--- config.mk ---
export PLATFORM = sky130hd
export DESIGN_NAME = select_encoder_block_flat
export DESIGN_NICKNAME = d
export VERILOG_FILES = /design/src/rtl/select_encoder_block_if.sv /design/src/rtl/select_encoder_block.sv /design/src/flat_wrapper.sv
export SDC_FILE = /design/constraint.sdc
export NUM_CORES = 1
export LEC_CHECK = 0
export CAP_MARGIN = 25
export CORE_MARGIN = 8
export CORE_UTILIZATION = 33
export DETAILED_ROUTE_END_ITERATION = 10
export PLACE_DENSITY = 0.93
export SYNTH_ARGS = -nofsm -noshare
export SYNTH_HDL_FRONTEND = slang
export SYNTH_SLANG_ARGS = --single-unit
--- constraint.sdc ---
create_clock -name clk -period 1.95 [get_ports clk]
set_input_delay 0.39 -clock clk [delete_from_list [all_inputs] [get_ports clk]]
set_output_delay 0.39 -clock clk [all_outputs]
set_load 0.02 [all_outputs]
--- src/rtl/select_encoder_block_if.sv ---
// Select/encode bus bundle for the MiniSRC register-file select logic.
// Control side drives IR and strobes; the block returns enables and status.
interface select_encoder_block_if;
  logic [31:0] IR;
  logic        Gra;
  logic        Grb;
  logic        Grc;
  logic        Rin;
  logic        Rout;
  logic        BAout;
  logic [15:0] Rin_Sig;
  logic [15:0] Rout_Sig;
  logic        ba_zero;
  logic [3:0]  sel_idx_q;
  logic        sel_valid_q;

  modport master (
    output IR, Gra, Grb, Grc, Rin, Rout, BAout,
    input  Rin_Sig, Rout_Sig, ba_zero,
    input  sel_idx_q, sel_valid_q
  );

  modport slave (
    input  IR, Gra, Grb, Grc, Rin, Rout, BAout,
    output Rin_Sig, Rout_Sig, ba_zero,
    output sel_idx_q, sel_valid_q
  );
endinterface

--- src/rtl/select_encoder_block.sv ---
// MiniSRC select-and-encode: Ra/Rb/Rc field pick, 4-to-16 decode, status.
// Optional sticky strobe-conflict flag under SEL_ENC_CONFLICT_DET_EN.
module select_encoder_block #(
  parameter int RA_LSB = 23,
  parameter int RB_LSB = 19,
  parameter int RC_LSB = 15
) (
  input  logic clk,
  input  logic clr_n,
  select_encoder_block_if.slave bus
`ifdef SEL_ENC_CONFLICT_DET_EN
  ,
  output logic conflict_q
`endif
);

  logic [3:0]  w_sel;
  logic        w_any_g;
  logic [15:0] w_dec;
  logic        w_multi;

  assign w_any_g = bus.Gra | bus.Grb | bus.Grc;
  assign w_multi = (bus.Gra & bus.Grb) |
                   (bus.Gra & bus.Grc) |
                   (bus.Grb & bus.Grc);

  // Field pick with Gra over Grb over Grc.
  always_comb begin
    w_sel = 4'd0;
    if (bus.Gra)
      w_sel = bus.IR[RA_LSB +: 4];
    else if (bus.Grb)
      w_sel = bus.IR[RB_LSB +: 4];
    else if (bus.Grc)
      w_sel = bus.IR[RC_LSB +: 4];
  end

  // One-hot decode, all-zero when nothing is selected.
  always_comb begin
    w_dec = 16'd0;
    if (w_any_g)
      w_dec[w_sel] = 1'b1;
  end

  assign bus.Rin_Sig  = w_dec & {16{bus.Rin}};
  assign bus.Rout_Sig = w_dec & {16{bus.Rout | bus.BAout}};
  assign bus.ba_zero  = bus.BAout & w_any_g & (w_sel == 4'd0);

  // Remember the last selection; valid only for the cycle it happened.
  always_ff @(posedge clk) begin
    if (!clr_n) begin
      bus.sel_idx_q   <= 4'd0;
      bus.sel_valid_q <= 1'b0;
    end else if (w_any_g) begin
      bus.sel_idx_q   <= w_sel;
      bus.sel_valid_q <= 1'b1;
    end else begin
      bus.sel_valid_q <= 1'b0;
    end
  end

`ifdef SEL_ENC_CONFLICT_DET_EN
  // Sticky flag: more than one strobe seen since the last reset.
  always_ff @(posedge clk) begin
    if (!clr_n)
      conflict_q <= 1'b0;
    else if (w_multi)
      conflict_q <= 1'b1;
  end
`else
  logic w_unused;
  assign w_unused = w_multi;
`endif

endmodule

--- src/flat_wrapper.sv ---
// flat-port wrapper written by rule: the top's interface ports become plain ports
module select_encoder_block_flat 
#(
  parameter int RA_LSB = 23,
  parameter int RB_LSB = 19,
  parameter int RC_LSB = 15
)
  (clk, clr_n, bus_IR, bus_Gra, bus_Grb, bus_Grc, bus_Rin, bus_Rout, bus_BAout, bus_Rin_Sig, bus_Rout_Sig, bus_ba_zero, bus_sel_idx_q, bus_sel_valid_q);
  select_encoder_block_if bus_i ();
  input  logic clk;
  input  logic clr_n;
  input wire logic [$bits(bus_i.IR)-1:0] bus_IR;
  input wire logic [$bits(bus_i.Gra)-1:0] bus_Gra;
  input wire logic [$bits(bus_i.Grb)-1:0] bus_Grb;
  input wire logic [$bits(bus_i.Grc)-1:0] bus_Grc;
  input wire logic [$bits(bus_i.Rin)-1:0] bus_Rin;
  input wire logic [$bits(bus_i.Rout)-1:0] bus_Rout;
  input wire logic [$bits(bus_i.BAout)-1:0] bus_BAout;
  output wire logic [$bits(bus_i.Rin_Sig)-1:0] bus_Rin_Sig;
  output wire logic [$bits(bus_i.Rout_Sig)-1:0] bus_Rout_Sig;
  output wire logic [$bits(bus_i.ba_zero)-1:0] bus_ba_zero;
  output wire logic [$bits(bus_i.sel_idx_q)-1:0] bus_sel_idx_q;
  output wire logic [$bits(bus_i.sel_valid_q)-1:0] bus_sel_valid_q;
  assign bus_i.IR = bus_IR;
  assign bus_i.Gra = bus_Gra;
  assign bus_i.Grb = bus_Grb;
  assign bus_i.Grc = bus_Grc;
  assign bus_i.Rin = bus_Rin;
  assign bus_i.Rout = bus_Rout;
  assign bus_i.BAout = bus_BAout;
  assign bus_Rin_Sig = bus_i.Rin_Sig;
  assign bus_Rout_Sig = bus_i.Rout_Sig;
  assign bus_ba_zero = bus_i.ba_zero;
  assign bus_sel_idx_q = bus_i.sel_idx_q;
  assign bus_sel_valid_q = bus_i.sel_valid_q;
  select_encoder_block #(.RA_LSB(RA_LSB), .RB_LSB(RB_LSB), .RC_LSB(RC_LSB)) u_core (.clk(clk), .clr_n(clr_n), .bus(bus_i));
endmodule
==> results of run 1 <==
## through the flow
step | hold WS, ns | setup WS (ns) | util [%] | instance area, sq um | TNS (ns)
detailed placement | 0.474 | -1.10 | 64.0 | 1750 | -33.42
CTS | 0.477 | -0.210 | 92.7 | 2530 | -4.77
floorplan | 0.518 | -0.154 | - | 963 | -1.78
global placement | 0.456 | -1.04 | 64.0 | 1750 | -31.67
## cells in the mapped netlist (all sizes together)
| master | n | share of area [%] |
|---|---|---|
| a31oi | 2 | 2.9 |
| a22o | 2 | 1.9 |
| nor2 | 1 | 0.40 |
| a21oi | 4 | 2.5 |
| a32oi | 1 | 0.93 |
| o221ai | 1 | 2.8 |
| nand2 | 8 | 3.2 |
| nor4bb | 1 | 1.1 |
| nor3b | 1 | 0.79 |
| o21ai | 1 | 1.7 |
| o211ai | 1 | 0.79 |
| o31ai | 1 | 0.79 |
| a21boi | 4 | 3.2 |
| a22oi | 2 | 2.1 |
| a211o | 1 | 1.9 |
| dfxtp | 5 | 11 |
| a21o | 2 | 2.4 |
| and3b | 3 | 3.2 |
| nand3b | 4 | 3.2 |
| nor2b | 4 | 2.6 |
| inv | 2 | 0.79 |
| nor4b | 1 | 1.6 |
| nor4 | 32 | 35 |
| o311ai | 1 | 0.93 |
| nand2b | 1 | 0.66 |
| buf | 12 | 12 |
| nor3 | 1 | 0.53 |
## cell families after synthesis
| kind of cell | after synthesis | share of synthesized area [%] |
|---|---|---|
| AND/OR/NAND/NOR | 57 | 51.9 |
| AO/OA/AOI/OAI | 23 | 24.8 |
| buffers and inverters | 14 | 12.7 |
| flip-flops | 5 | 10.6 |
## repair_timing
action / 4_1_cts
buffers inserted: 32
hold endpoints to repair: 0
resized for setup: 320
gates cloned: 4
pin swaps: 37
endpoints found under the setup margin: 33
==> metrics.yaml, run 1 <==
endpoint_type: "output port"
netlist_area_sq_um: 945
error_line: "[ERROR DPL-0033] detailed placement checks failed during check placement."
outcome.stop_stage: "global routing"
synth-warning-count: 0
cts_sinks: 5
cts-buffers-inserted: 3
antenna_found_initial: 1
dieWidth_um: 69.5
dp_hpwl_mm: 3.18
status: "aborted with a tool error"
htreeDepth: 1
synth_nets: 139
synth_seq_cells: 5
io_pins: 78
syn_avg_cell_area_sq_um: 9.54
grt_start_max_net_pins: 13
clockBufferDepth: 2
synthCells: 99
repair-timing-grt-worst-ep: "bus_Rout_Sig[8]"
gp_congestion: 0.776
initial_utilization_pct: 34.6
port_buffers: 57
die_h_um: 69.5
ys_types: 37
ys_seq_area_share_pct: 10.6
dp.cells: 207
ctsHoldBuffers: 0
cts-root-buf: "clkbuf_4"
rows: 19
==> run 2: changes to the inputs <==
- CORE_UTILIZATION: 33 -> 20
- PLACE_DENSITY: 0.93 -> not set
- PLACE_DENSITY_LB_ADDON: not set -> 0.15
==> run 2 against run 1 <==
The flow now finishes, with violations (negative setup slack). Area after synthesis is the same. Synthesized cell count stayed put.
==> metrics.yaml, run 2 <==
die-area_sq_um: 7180
fin_util_pct: 57.3
cts-root-buf: "clkbuf_8"
dieWidth_um: 84.7  # +22%
drv_cap: 0
fin_crit_ns: 2.14
hold_viol_final: 0
ys.flop_type: "dfxtp_1"
detail-route-antenna-nets: 0
layout_commonest_cell: "buf_4"
grt_use_total_pct: 13.2
coreArea_sq_um: 4630
min_to: "u_core.bus.sel_idx_q[2]$_SDFFE_PN0N_"
crit_required_ns: 1.56
critPathKind: "in2out"
rsz0062_at_grt: "true"
synthCells: 99  # unchanged
slowest_stage: "a211o_4"
diodes: 0
vias: 1310
top_register: "u_core.bus.sel_idx_q"
ys_seq_area_share_pct: 10.6  # unchanged
die_h_um: 84.7  # +22%
fin_cells: 268
setup_slack_ns: -0.191
synth_top_area_share_pct: 23.8  # unchanged
synth_seq_cells: 5  # unchanged
r2r_slack_ns: 1.32
hold_path.startpoint: "u_core.bus.sel_idx_q[2]$_SDFFE_PN0N_"
hp-class: "reg2reg"
final_layout_size_suffix_gt1_share_pct: 76.6
status: "complete, but fails checks"
power.density_nw_per_um2: 392
dpl-instance-area_sq_um: 1810  # +3.4%
cpMostUsedCell: "buf_12"
io_pins: 78  # unchanged
slew_headroom_pct: 76.8
cts_sinks: 5  # unchanged
largest_reg_flops: 4
achievable-frequency_mhz: 467
drtIter0Drc: 50
overflow: 0
port_buffers: 57  # unchanged
reg2reg_depth: 2
start_kind: "input pin"
antenna_found_initial: 0
slowest_delay_ns: 0.35
fillers: 381
grt_pass1_vias: 1432
final_cell_mix: "buf_4, nor4_4, buf_6"
cp_num_buf_inv: 4
dp_hpwl_mm: 3.21  # +0.91%
grt_start_max_net_pins: 13
min_path_cells: 2
cts_tree: "yes"
synth_top_area_cell: "nor4_2"
clkTransAtPathRegs_ns: 0.04
synth-warning-count: 0  # unchanged
totalWireLength_mm: 4.83
top_regs: "u_core.bus.sel_idx_q (4), u_core.bus.sel_valid_q (1)"
post-route-period-util_pct: 110
ctsHoldBuffers: 0  # unchanged
ys_types: 37  # unchanged
endpoint_kind: "primary output"
finalNetCount: 255
wl_per_cell_um: 18.0
crit_chain: "buf_12 -> buf_6 -> a21o_4 -> a211o_4 -> buf_12 -> nor4_4 -> buf_4"
clockBufferDepth: 2  # unchanged
initial_utilization_pct: 20.4  # -14 points
synth_top_cells_by_count: "nor4_2, nor4_1, nand2_1"
insertion_delay_ns: 0.22
drc_errors: 0
netlist_area_sq_um: 945  # unchanged
synth_edf_count: 0  # unchanged
ys_top_cells_by_area: "nor4_2, dfxtp_1, nor4_1"
htreeDepth: 1  # unchanged
via_per_inst: 4.89
gp_congestion: 0.771  # -0.73%
dp.cells: 229  # +11%
max_slew.worst_pin.slew_ns: 0.347
finalMaxSlewViolations: 0
syn_avg_cell_area_sq_um: 9.54  # unchanged
synth.most_common_cell: "nor4_2"
irDropWorstVdd_uv: 176
area.growth.synth_to_final_pct: 181
dpl_worst_slack_ns: -1.09  # +0.0102 ns
leakage_nw: 1.04
async_reset_ff_share_pct: 0  # unchanged
violations: "negative setup slack"
drt-pass1-iter-count: 4
fin_hold_ws_ns: 0.469
path_max_fanout: 7
crit_arrival_ns: 1.75
crit_family: "compound AO/OA/AOI/OAI gates"
r2r_end: "u_core.bus.sel_idx_q[0]$_SDFFE_PN0N_"
r2r_start: "u_core.bus.sel_idx_q[0]$_SDFFE_PN0N_"
setup_violations: 33
cts-buffers-inserted: 3  # unchanged
stdcell_area_sq_um: 2650
synth_nets: 139  # unchanged
clock-skew-final_ns: 0
grt_pass1_wl_mm: 7.64
rows: 25  # +6
run 2: how the worst max path moves through the flow:
| stage | from | end | slack [ns] | cells after the start |
|---|---|---|---|---|
| after global routing | bus_Grb | bus_Rout_Sig[9] | -0.24 | 7 |
| after floorplan | bus_Gra | bus_Rin_Sig[0] | -0.15 | 5 |
| final | bus_Grb | bus_Rout_Sig[8] | -0.19 | 7 |
| after CTS | bus_Grb | bus_Rout_Sig[9] | -0.20 | 7 |
| after global placement | bus_Grb | bus_ba_zero | -1.08 | 6 |
| after detailed placement | bus_Grb | bus_Rout_Sig[15] | -1.09 | 6 |
run 2: tightest hold or removal path, delay by kind of cell (launching register included):
kind             cells  cell delay, ns
AO/OA/AOI/OAI        1            0.07
flip-flops           1            0.30
AND/OR/NAND/NOR      1            0.05
run 2: cell families (layout without fill, tap and decap cells):
kind of cell / after synthesis / after routing / synth area share [%]
and+or+nand+nor: 57 / 57 / 51.9
AOI/OAI and AO/OA: 23 / 23 / 24.8
buffers and inverters: 14 / 129 / 12.7
DFF: 5 / 5 / 10.6
run 2: metrics by stage:
stage          power, mW  TNS (ns)
6_report            1.04     -3.22
5_1_grt             1.09     -5.29
4_1_cts            0.979     -3.62
3_5_place_dp       0.564    -33.98
3_3_place_gp       0.556    -33.32
2_1_floorplan      0.352     -1.78
run 2: cell type report:
cell class | instances | area (sq um) | share of cell area [%]
clock buffers | 4 | 45.0 | 1.70
inverters | 2 | 7.51 | 0.283
multi-input cells | 80 | 1150 | 43.4
flip-flops and latches | 5 | 100 | 3.77
well taps | 54 | 67.6 | 2.55
repair buffers | 123 | 1280 | 48.3
run 2: what timing repair did:
action / CTS / global route
setup buffers: 24 / 8
pin swaps: 25 / 24
endpoints found under the setup margin: 33 / 33
resized for setup: 310 / 20
cloned: 4 / 0
run 2: report_power, final:
| part | switching, mW | leakage (nW) | internal [mW] |
|---|---|---|---|
| sequential | 0.00348 | 0.0418 | 0.111 |
| combinational | 0.360 | 0.972 | 0.375 |
| clock | 0.0511 | 0.0228 | 0.140 |
| total | 0.415 | 1.04 | 0.626 |
run 2: per-layer routing:
metal	up-vias	share of wire [%]	global-route usage [%]	wire length (um)
met5	-	0	0	0
li1	638	-	-	-
met4	0	0.25	1.46	12
met3	4	6.2	3.51	300
met1	623	40	14.4	1940
met2	45	53	25.2	2580
No activity file was read; power rests on OpenSTA's default activity.
